File: src/rtl/ifetch_queue.sv
// Instruction fetch controller with a DEPTH-entry queue between instruction memory and decode.
// Define IFQ_BYPASS_EN to forward a response straight to decode when the queue is empty.
module ifetch_queue #(
  parameter int width = 32,
  parameter int DEPTH = 4
) (
  input  logic             clk,
  input  logic             rst_n,
  input  logic [width-1:0] PC,
  input  logic             flush,
  output logic             pc_advance,
  output logic             imem_req,
  output logic [width-1:0] imem_addr,
  input  logic             imem_gnt,
  input  logic             imem_rvalid,
  input  logic [width-1:0] imem_rdata,
  output logic             instr_valid,
  input  logic             instr_ready,
  output logic [width-1:0] Instr,
  output logic [width-1:0] InstrPC,
  output logic [width-1:0] PCPlus4
);

  localparam int PTR_W = $clog2(DEPTH);
  localparam int CNT_W = PTR_W + 1;

  typedef enum logic [1:0] {
    S_IDLE,
    S_WAIT,
    S_WAIT_DROP
  } state_t;

  state_t state, state_next;

  logic [width-1:0] addr_q;
  logic [width-1:0] mem_data [DEPTH];
  logic [width-1:0] mem_addr [DEPTH];
  logic [PTR_W-1:0] rd_ptr, wr_ptr;
  logic [CNT_W-1:0] count;

  logic q_empty, q_full, resp_keep, push, pop;

  assign q_empty    = (count == '0);
  assign q_full     = (count == CNT_W'(DEPTH));
  assign imem_req   = rst_n && (state == S_IDLE) && !flush && !q_full;
  assign pc_advance = imem_req & imem_gnt;
  assign imem_addr  = imem_req ? PC : '0;
  assign resp_keep  = (state == S_WAIT) && imem_rvalid && !flush;
  assign pop        = !q_empty && instr_ready;

`ifdef IFQ_BYPASS_EN
  logic bypass_hit;
  assign bypass_hit = resp_keep && q_empty;
  // A bypassed word that decode takes immediately never occupies a slot
  assign push       = resp_keep && !(bypass_hit && instr_ready);
`else
  assign push       = resp_keep;
`endif

  always_ff @(posedge clk) begin
    if (!rst_n) begin
      state  <= S_IDLE;
      addr_q <= '0;
    end else begin
      state <= state_next;
      if (pc_advance) addr_q <= PC;
    end
  end

  always_comb begin
    state_next = state;
    case (state)
      S_IDLE:      if (pc_advance) state_next = S_WAIT;
      S_WAIT: begin
        if (imem_rvalid)  state_next = S_IDLE;
        else if (flush)   state_next = S_WAIT_DROP;
      end
      S_WAIT_DROP: if (imem_rvalid) state_next = S_IDLE;
      default:     state_next = S_IDLE;
    endcase
  end

  always_ff @(posedge clk) begin
    if (push) begin
      mem_data[wr_ptr] <= imem_rdata;
      mem_addr[wr_ptr] <= addr_q;
    end
  end

  // A redirect empties the queue and overrides any same-cycle push or pop
  always_ff @(posedge clk) begin
    if (!rst_n || flush) begin
      rd_ptr <= '0;
      wr_ptr <= '0;
      count  <= '0;
    end else begin
      if (push) wr_ptr <= wr_ptr + PTR_W'(1);
      if (pop)  rd_ptr <= rd_ptr + PTR_W'(1);
      case ({push, pop})
        2'b10:   count <= count + CNT_W'(1);
        2'b01:   count <= count - CNT_W'(1);
        default: count <= count;
      endcase
    end
  end

  always_comb begin
    instr_valid = 1'b0;
    Instr       = '0;
    InstrPC     = '0;
    PCPlus4     = '0;
    if (!q_empty) begin
      instr_valid = 1'b1;
      Instr       = mem_data[rd_ptr];
      InstrPC     = mem_addr[rd_ptr];
      PCPlus4     = mem_addr[rd_ptr] + width'(4);
    end
`ifdef IFQ_BYPASS_EN
    else if (bypass_hit) begin
      instr_valid = 1'b1;
      Instr       = imem_rdata;
      InstrPC     = addr_q;
      PCPlus4     = addr_q + width'(4);
    end
`endif
  end

endmodule
File: config.mk
export PLATFORM = sky130hd
export DESIGN_NAME = ifetch_queue
export DESIGN_NICKNAME = d
export VERILOG_FILES = /design/src/rtl/ifetch_queue.sv
export SDC_FILE = /design/constraint.sdc
export NUM_CORES = 1
export LEC_CHECK = 0
export ABC_AREA = 1
export CAP_MARGIN = 20
export CORE_MARGIN = 3
export CORE_UTILIZATION = 40
export DETAILED_ROUTE_END_ITERATION = 8
export PLACE_DENSITY_LB_ADDON = 0.25
export RECOVER_POWER = 25
export SYNTH_ARGS = -nofsm -noshare
export SYNTH_HDL_FRONTEND = slang
export SYNTH_SLANG_ARGS = --single-unit
File: constraint.sdc
create_clock -name clk -period 4.3 [get_ports clk]
set_clock_uncertainty 0.05 [all_clocks]
set_input_delay 0.86 -clock clk [delete_from_list [all_inputs] [get_ports clk]]
set_output_delay 0.86 -clock clk [all_outputs]
set_load 0.01 [all_outputs]
Word level (Yosys, flattened, before mapping)
Memories as Yosys holds them, arrays and structs flattened. A register that Yosys moved wholly into a read port is not among the register bits.
Index checks and enable logic that the tools add are counted.
Widths: inputs -> output; s select.
{"block": "word_totals", "register_bits": 41, "latchBits": 0, "ram_bits": 256, "romBits": 0, "input_bits": 70, "out_inout_bits": 131, "word_cells": 53, "n_memories": 2}
{"block": "classes", "n_addsub": 5, "multipliers": 0, "n_div": 0, "order_cmp": 0, "n_eq_ne": 8, "shifts": 0, "muxes": 17, "bitwise_logic": 1, "reduce_logical": 15}
{"memory": "mem_addr", "words": 4, "width": 32, "rd": 1, "rd_ports_with_merged_regs": 1, "wr": 1, "line": "37", "rtl": "logic [width-1:0] mem_addr [DEPTH];"}
{"memory": "mem_data", "words": 4, "width": 32, "rd": 1, "rd_ports_with_merged_regs": 1, "wr": 1, "line": "36", "rtl": "logic [width-1:0] mem_data [DEPTH];"}
{"op": "$mux 32", "count": 4}
{"op": "$add 32x3->32 const B", "count": 1}
{"op": "$mux 2", "count": 8}
{"op": "$logic_and 1x1->1", "count": 6}
{"op": "$pmux 2 s3", "count": 1}
{"op": "$pmux 3 s2", "count": 1}
{"op": "$add 2x1->2 const B", "count": 2}
{"op": "$eq 2x1->1 const B", "count": 2}
{"op": "$eq 2x2->1 const B", "count": 2}
{"op": "$logic_not 1->1", "count": 4}
{"op": "$ne 2x2->1 const B", "count": 2}
{"op": "$add 3x1->3 const B", "count": 1}
{"op": "$eq 3x3->1 const B", "count": 1}
{"op": "$logic_not 3->1", "count": 1}
{"op": "$mux 1", "count": 3}
{"op": "$ne 3x3->1 const B", "count": 1}
{"op": "$reduce_and 3->1", "count": 1}
{"op": "$sub 3x1->3 const B", "count": 1}
{"op": "$logic_not 2->1", "count": 1}
{"op": "$reduce_bool 2->1", "count": 1}
{"op": "$and 1x1->1", "count": 1}
{"op": "$logic_or 1x1->1", "count": 1}

Depth between registers and ports, before layout
{"block": "depth", "depth_word": 7, "depth_mapped": 16, "mapped_depth_nobuf": 14}

Worst setup path after synthesis
Ideal clock, no wire load.
{"block": "synth_timing", "path_type": "in2reg", "start": "input port imem_rvalid", "end": "memory mem_addr[0][0], enable pin", "setup_time_ns": 0.487, "t_arrival_ns": 3.883, "t_required_ns": 3.763, "path_slack_ns": -0.120, "cell_stages": 4, "path_buffers": 0, "path_cell_list": "inv_1 nor2_1 nand2_1 nor2_1"}
{"block": "synth_between", "elab_chain_len": 4}
{"item": "start, declared", "line": "15", "rtl": "input logic imem_rvalid,"}
{"item": "$logic_and 1x1->1 (2 in a row)", "line": "48", "rtl": "assign resp_keep = (state == S_WAIT) && imem_rvalid && !flush;"}
{"item": "$mux 1", "line": "84", "rtl": "if (push) begin"}
{"item": "$mux 1 (not written as such)", "line": "86", "rtl": "mem_addr[wr_ptr] <= addr_q;"}
{"item": "end, declared", "line": "37"}
No other way between the ends.

==> metrics <==
Startpoint Class flip-flop; Clk pwr share 44.4%; Maximum Capacitance Violations 0; CTS tree built; Net count, final 1724; crit path DAT 3180 ps; vias per cell 5.02; Post-Synthesis Cells 1451; Final period util 95.0%; post-synth top area share 56.7%; Final Hold Viols 0; largest net degree at the start of global routing 65; CP required 3390 ps; DRC errors left 0; clk buf depth 3; Syn Std Cell Area 13600 µm²; gpl congestion 0.943; r2r startpoint count[2]$_SDFFE_PP0P_; syn nets 1528; top post-synthesis cells by area edfxtp_1 (57%), nand2_1 (11%), nor2_1 (7.7%); drt pass-1 iters 4; Hold Path Origin rd_ptr[1]$_SDFFE_PP0P_; Max Freq 0.245 GHz; root buf cell clkbuf_16; total gr overflow 0; vias in the first global route 10.3k; Area Overhead vs Synth 26.1%; Rows 66; die height 190 µm; Port Buffers 200; Final ANT Viol Nets 0; number of DRC markers in iteration 0 607; Core ar. 32900 µm²; Worst-Margin Slew 728 ps; layout cells sized above 1 7.29%; Inserted Clock Buffers 34; CP endpoint kind output pin; first-pass GRT wire length 56000 µm; hpwl dp 23900 µm; Worst-Skew Late Latency 510 ps; initial antenna violation count 1; total internal power 4.83 mW; Final Max Tran Viols 0; Syn Area/Cell 9.34 µm²; critical path type flip-flop to output pin; Leak 6.39 nW; Inst Count DP 2049; H-tree levels 2; setup violators final 0; Routed WL 36300 µm; Tot GR Track Use 19.8%; Clock transition at path regs 60 ps; Sw Share 20.2%; Slew HR 51.5%; largest fanout on the critical path 33; worst reg-to-reg setup slack 1930 ps; die area 36100 µm²; RSZ-0062 raised after global routing no; DR vias 10.6k; Die Span X 190 µm; HP Class flip-flop to flip-flop; peak supply drop 243 µV; Sw Pwr 1.22 mW; Sequential Power Share 52.3%; design area 17100 µm²; pwr/cell area 354 nW/µm²; power share of the combinational group 3.3%; status finished clean; routed wire length per instance 17.1 µm; # IOs 201; Placed Area 16000 µm²; register area share after synthesis 63.1%; Synth cell types 31; antenna cells 0; clock sinks 299; #FFs+latches synth 299; Synth area leader edfxtp_1; initial core utilization 41.1%; Min Clock Period, post-route 4090 ps; Yosys Warn Count 0; fin cells 2115
state kept, by name, summed over array words and instances, names as in the netlist, named ones only:
signal    cells
addr_q       32
count         3
mem_addr    128
mem_data    128
rd_ptr        2
state         2
wr_ptr        2
placed cells by master, fill, tap and decap left out, types with 2 or more instances in the layout:
cell and instances:
nor2_4 8, dlygate4sd3_1 13, inv_2 4, nor2_2 13
nand3_1 74, ha_1 6, dfxtp_1 41, inv_1 75
nor2_1 274, o211ai_1 3, buf_6 3, dfxtp_4 2
nand3_2 2, o21ai_0 88, nand2_1 411, a21oi_1 92
clkinv_2 6, inv_6 3, clkinv_1 8, buf_4 26
clkbuf_16 35, nand2_2 12, edfxtp_1 256, clkdlybuf4s50_1 187
nand4_1 2, nor3_1 9, clkbuf_1 7
area by class of cell:
type                            count  area (µm²)
Clock inverter                     19         135
Multi-Input combinational cell   1000        4330
Clock buffer                       43         916
Fill cell                        2958       15900
Sequential cell                   299        8560
Timing Repair Buffer              231        2280
Tap cell                          442         553
Inverter                           81         322
critical path, cell delays in order, from the launching register on:
cell and delay [ps]:
dfxtp_4 420, clkinv_8 150, nand2_1 90, o211ai_1 80, nand2_1 120, ha_1 220
nand3_2 130, nor2_4 150, nand3_2 150, nor2_1 250, nor2_1 70, nor3_1 220
clkdlybuf4s50_1 600
Yosys cell counts:
master      n
nand2_1   411
nor2_1    279
edfxtp_1  256
a21oi_1    92
o21ai_0    88
inv_1      75
nand3_1    74
dfxtp_1    43
clkbuf_1   29
buf_2      14
nand2_2    12
nor2_2     12
buf_4      11
nor3_1      9
buf_1       8
buf_6       8
ha_1        6
inv_2       4
nor2_4      4
o211ai_1    3
nand3_2     2
nand4_1     2
a31oi_1     1
a32o_1      1
buf_8       1
fa_1        1
inv_4       1
inv_8       1
nor3_2      1
o21a_1      1
xor2_1      1
routing by layer:
metal | GRT usage [%] | share of wire [%] | up-vias
li1 | - | - | 5206
met1 | 26.6 | 45 | 5056
met2 | 33.0 | 47 | 299
met3 | 3.65 | 5.3 | 52
met4 | 5.66 | 2.4 | 2
met5 | 0 | 0.036 | -
path summary, 6_finish.rpt:
| kind | endpoint | depth (start not counted) |
|---|---|---|
| worst max-delay path | PCPlus4[14] | 12 |
| worst min-delay path | flip-flop | 2 |
| worst max register to register | count[2]$_SDFFE_PP0P_ | 11 |
| worst min register to register | flip-flop | 2 |
power by group through the flow:
stage | registers, mW | logic [mW] | clock network [mW]
global placement | 3.22 | 0.199 | 0
global route | 3.16 | 0.220 | 2.86
floorplan | 3.22 | 0.0675 | 0
detailed placement | 3.22 | 0.202 | 0
finish | 3.16 | 0.199 | 2.69
CTS | 3.16 | 0.203 | 2.75
timing repair:
item	4_1_cts	5_1_grt
buffers inserted	1	3
gates resized for setup	0	5
hold buffers	0	0
gates cloned	0	0
endpoints found under the setup margin	3	17
kinds of logic after synthesis:
kind of cell | after synthesis | share of synthesized area [%]
compound gates | 186 | 6.99
flops | 299 | 63.1
xor+xnor | 1 | 0.0646
buf+inv | 152 | 5.24
fa+ha+maj | 7 | 0.702
simple gates | 806 | 23.9
metrics by stage:
stage | hold slack [ps] | setup TNS, ps | util, % | power (mW) | worst slack (ps)
2_1_floorplan | 386 | -30710 | - | 3.29 | -120
3_3_place_gp | 391 | 0 | 48.5 | 3.42 | 572
4_1_cts | 431 | 0 | 51.7 | 6.11 | 98.2
6_report | 437 | 0 | 51.9 | 6.05 | 213
5_1_grt | 459 | 0 | 51.9 | 6.25 | 9.99
3_5_place_dp | 418 | 0 | 48.5 | 3.43 | 523
Note: power is estimated with default switching activity, not from simulation.
